===== src/rtl/bcd_to_bin.sv =====
// Four-digit packed BCD to 14-bit binary converter using reverse double dabble.
// One shift/adjust step per clock; invalid digits short-circuit straight to DONE with err set.
module bcd_to_bin (
  input  logic        clk,
  input  logic        rst,
  input  logic        start,
  input  logic [15:0] bcd,
  output logic        busy,
  output logic        done,
  output logic [15:0] bin,
  output logic        err
);

  typedef enum logic [1:0] {IDLE, CONV, DONE} state_t;

  state_t      state_reg, state_next;
  logic [29:0] sr_reg;
  logic [29:0] sr_shifted;
  logic [29:0] sr_next;
  logic [3:0]  cnt_reg;
  logic [15:0] bin_reg;
  logic        err_reg;
  logic [3:0]  digit_bad;
  logic        any_bad;
  logic        last_step;

  genvar gi;
  generate
    for (gi = 0; gi < 4; gi++) begin : g_digit
      assign digit_bad[gi] = (bcd[4*gi +: 4] > 4'd9);
      // Each nibble is corrected on its own, so no borrow can cross into its neighbour.
      assign sr_next[14 + 4*gi +: 4] = (sr_shifted[14 + 4*gi +: 4] >= 4'd8) ?
                                       (sr_shifted[14 + 4*gi +: 4] - 4'd3) :
                                        sr_shifted[14 + 4*gi +: 4];
    end
  endgenerate

  assign any_bad       = |digit_bad;
  assign sr_shifted    = {1'b0, sr_reg[29:1]};
  assign sr_next[13:0] = sr_shifted[13:0];
  assign last_step     = (cnt_reg == 4'd13);

  always_ff @(posedge clk) begin
    if (rst) state_reg <= IDLE;
    else     state_reg <= state_next;
  end

  always_comb begin
    state_next = state_reg;
    case (state_reg)
      IDLE:    if (start) state_next = any_bad ? DONE : CONV;
      CONV:    if (last_step) state_next = DONE;
      DONE:    state_next = IDLE;
      default: state_next = IDLE;
    endcase
  end

  always_ff @(posedge clk) begin
    if (rst) begin
      sr_reg  <= '0;
      cnt_reg <= '0;
      bin_reg <= '0;
      err_reg <= 1'b0;
    end else begin
      case (state_reg)
        IDLE: begin
          if (start) begin
            if (any_bad) begin
              err_reg <= 1'b1;
              bin_reg <= '0;
            end else begin
              sr_reg  <= {bcd, 14'b0};
              cnt_reg <= '0;
              err_reg <= 1'b0;
            end
          end
        end
        CONV: begin
          sr_reg  <= sr_next;
          cnt_reg <= cnt_reg + 4'd1;
          if (last_step) bin_reg <= {2'b00, sr_next[13:0]};
        end
        default: ;
      endcase
    end
  end

  assign busy = (state_reg != IDLE);
  assign done = (state_reg == DONE);
  assign bin  = bin_reg;
  assign err  = err_reg;

endmodule


===== config.mk =====
export PLATFORM = sky130hd
export DESIGN_NAME = bcd_to_bin
export DESIGN_NICKNAME = d
export VERILOG_FILES = /design/src/rtl/bcd_to_bin.sv
export SDC_FILE = /design/constraint.sdc
export NUM_CORES = 1
export LEC_CHECK = 0
export ABC_AREA = 1
export CAP_MARGIN = 0
export CORE_UTILIZATION = 30
export DETAILED_ROUTE_END_ITERATION = 8
export GPL_ROUTABILITY_DRIVEN = 0
export GPL_TIMING_DRIVEN = 1
export SETUP_SLACK_MARGIN = 0.3
export SLEW_MARGIN = 20
export SYNTH_ARGS = -nofsm -noshare
export SYNTH_HDL_FRONTEND = slang
export SYNTH_SLANG_ARGS = --single-unit

===== constraint.sdc =====
create_clock -name clk -period 1.4 [get_ports clk]
set_input_delay 0.28 -clock clk [delete_from_list [all_inputs] [get_ports clk]]
set_output_delay 0.28 -clock clk [all_outputs]
set_load 0.01 [all_outputs]

==> flow_summary_export.csv <==
group,metric,value,unit
status,status,"complete, no violations",
pwr,p_seq_share,40.7,%
cells_and_area,antenna_cells,0,
logic_synthesis,async_flop_share,0,%
clock_tree,cts_root_buf,"clkbuf_8",
hold_path,hp-class,"input pin to flip-flop",
pwr,combPwrFrac,32.9,%
timing,fin_setup_tns,0,ns
logic_synthesis,synth-seq-cells,50,
pwr,p_total,3.96,mW
floorplanning,core-area,8260,sq um
logic_synthesis,synth_edf_count,0,
run,max_cap_violations,0,
pwr,power_frac_clock,26.4,%
clock_tree,cts_tree,"done",
cells_and_area,drive_gt1_share,53.6,%
timing,period_share,94.7,%
global_route,grt_pass1_vias,2589,
drt,wl_per_cell,13.5,um
global_route,grt_pass1_wl,12200,um
pwr,p_switching,1.26,mW
setup_path,worst-setup-path-type,"flip-flop to flip-flop",
timing,hold_violations,0,
logic_synthesis,yosys_warnings,0,
drt,drtIter0Drc,112,
timing,finalHoldWorstSlack,0.241,ns
clock_tree,htree_levels,2,
timing,rsz0062_at_grt,"true",
drt,vias,2587,
cells_and_area,fillers,778,
timing,fmax,754,MHz
drt,vias_per_cell,4.70,
cells_and_area,multi_input_area,1770,sq um
setup_path,path_max_fanout,7,
cells_and_area,final_common_cell,"nand2_1",
setup_path,arrival,1.57,ns
timing,setup_ws,0.0737,ns
cells_and_area,largest_reg_flops,29,
floorplanning,die-area,8950,sq um
timing,fin_crit,1.33,ns
logic_synthesis,synth_area,2570,sq um
clock_tree,clockBufferDepth,2,
pwr,p_leak,1.78,nW
floorplanning,io-pin-count,38,
logic_synthesis,syn_inst,358,
logic_synthesis,yosysUniqueCellTypes,29,
global_route,grt_usage,17.5,%
logic_synthesis,yosysTopAreaCell,"dfxtp_1",
cells_and_area,areaGrowthSynthToFinish,60.2,%
cells_and_area,finalNonFillerCells,551,
drt,drc,0,
pwr,switching_share,31.8,%
logic_synthesis,seq_area_frac_synth,38.9,%
clock_tree,cts.clk_slew.worst_paths,0.10,ns
cells_and_area,mostFrequentLayoutCells,"nand2_1 (70), buf_4 (40), nor2_1 (28), nand3_1 (26), dfxtp_1 (25)",
global_route,grt_max_degree,27,
clock_tree,numCtsBuffers,5,
pwr,max-vdd-ir-drop,487,uV
place,placed_area,3180,sq um
timing,slew_viol_final,0,
drt,wl,7450,um
floorplanning,die_w,94.6,um
logic_synthesis,synth.avg_cell_area,7.18,sq um
clock_tree,cts_num_sinks,50,
setup_path,required,1.64,ns
place,hpwl,4070,um
drt,drt_first_pass_iters,5,
place,pre_cts_slack,-0.491,ns
timing,finalSetupViolations,0,
place,post-place-cells,502,
cells_and_area,seq_area,1040,sq um
setup_path,critPathCaptureType,"flip-flop",
cells_and_area,fin_util,49.9,%
floorplanning,start_util,31.1,%
drt,drt.antenna.violating_nets,0,
place,numPortBuffers,35,
logic_synthesis,synth_top_cells_by_area,"dfxtp_1 (39%), nand2_1 (13%), nand3_1 (7.0%)",
pwr,intPower,2.70,mW
setup_path,crit_path_start_kind,"flip-flop",
logic_synthesis,synthDominantCellAreaShare,38.9,%
global_route,grt.overflow.total,0,
logic_synthesis,ys.flop_type,"dfxtp_1",
cells_and_area,finalInstanceArea,4120,sq um
clock_tree,cts_hold_buf,0,
floorplanning,die_h,94.6,um
global_route,antenna_found_initial,0,
cells_and_area,finalNetCount,473,
pwr,p_per_area,962,nW/um^2
floorplanning,fp-row-count,33,
timing,finClkSkew,0.00482,ns
clock_tree,clkLatencyLatePin,0.31,ns
## synthesized netlist by cell type, types with 3 or more instances
master and number:
or2_2 3, o21ai_0 6, clkbuf_1 6, inv_1 22, buf_6 8, mux2i_1 6
o21ai_1 3, o21a_1 3, nand3_1 36, ha_1 8, a21oi_1 34, nor2_2 13
inv_2 4, xor2_1 3, nor2_1 43, nand2_1 87, buf_4 4, nand2_4 4
buf_2 4, dfxtp_1 50
## power by group through the flow
| stage | Combinational [mW] | Clock (mW) | Sequential [mW] |
|---|---|---|---|
| finish | 1.30 | 1.05 | 1.61 |
| global route | 1.41 | 1.11 | 1.63 |
| CTS | 1.12 | 1.05 | 1.61 |
| detailed placement | 0.814 | 0 | 1.64 |
| global placement | 0.802 | 0 | 1.64 |
| floorplan | 0.515 | 0 | 1.63 |
## layer usage
layer / global-route usage [%] / part of all wire [%]
met4: 5.68 / 2.1
met1: 21.8 / 45
met3: 3.14 / 2.3
met2: 30.4 / 50
met5: 0 / 0
## critical path, cell delays in order (launching register included)
cell	delay, ns
dfxtp_2	0.34
inv_2	0.07
ha_4	0.14
nand3_4	0.09
nand2_4	0.09
nand2_4	0.08
nor2_4	0.15
clkbuf_16	0.18
nor2_2	0.03
nor2_1	0.09
## final timing paths
check | start | to | slack (ns) | cells after the start
worst max register to register | cnt_reg[1] | bin[2] | 0.07 | 9
worst max-delay path | cnt_reg[1] | bin[2] | 0.07 | 9
worst min register to register | sr_reg[10] | sr_reg[10] | 0.47 | 2
worst min-delay path | bcd[15] | sr_reg[29] | 0.24 | 3
## cells by family (layout without fill, tap and decap cells)
group                      count (synthesis)  count (layout)  share of synthesized area [%]
other                                      1               2                          0.146
muxes                                      6               6                           2.34
and+or+nand+nor                          192             195                           33.3
DFF                                       50              50                           38.9
buffers and inverters                     50             134                           10.4
adders and majority gates                  8               8                           3.89
AOI/OAI and AO/OA                         48              48                           9.93
xor gates and xnor gates                   3               3                           1.02
## final cells by class
class                   count  area share (%)
clock buffers               5            1.67
clock inverters             2           0.941
inverters                  27            2.76
multi-input cells         262            42.8
flip-flops and latches     50            25.2
well taps                 105            3.19
repair buffers            100            23.4
## what timing repair did
item,in CTS,in global routing
gates cloned,5,1
setup endpoints to repair,67,53
setup buffers,26,10
gates resized for setup,158,91
pin swaps,32,35
No activity file was read; power rests on OpenSTA's default activity.
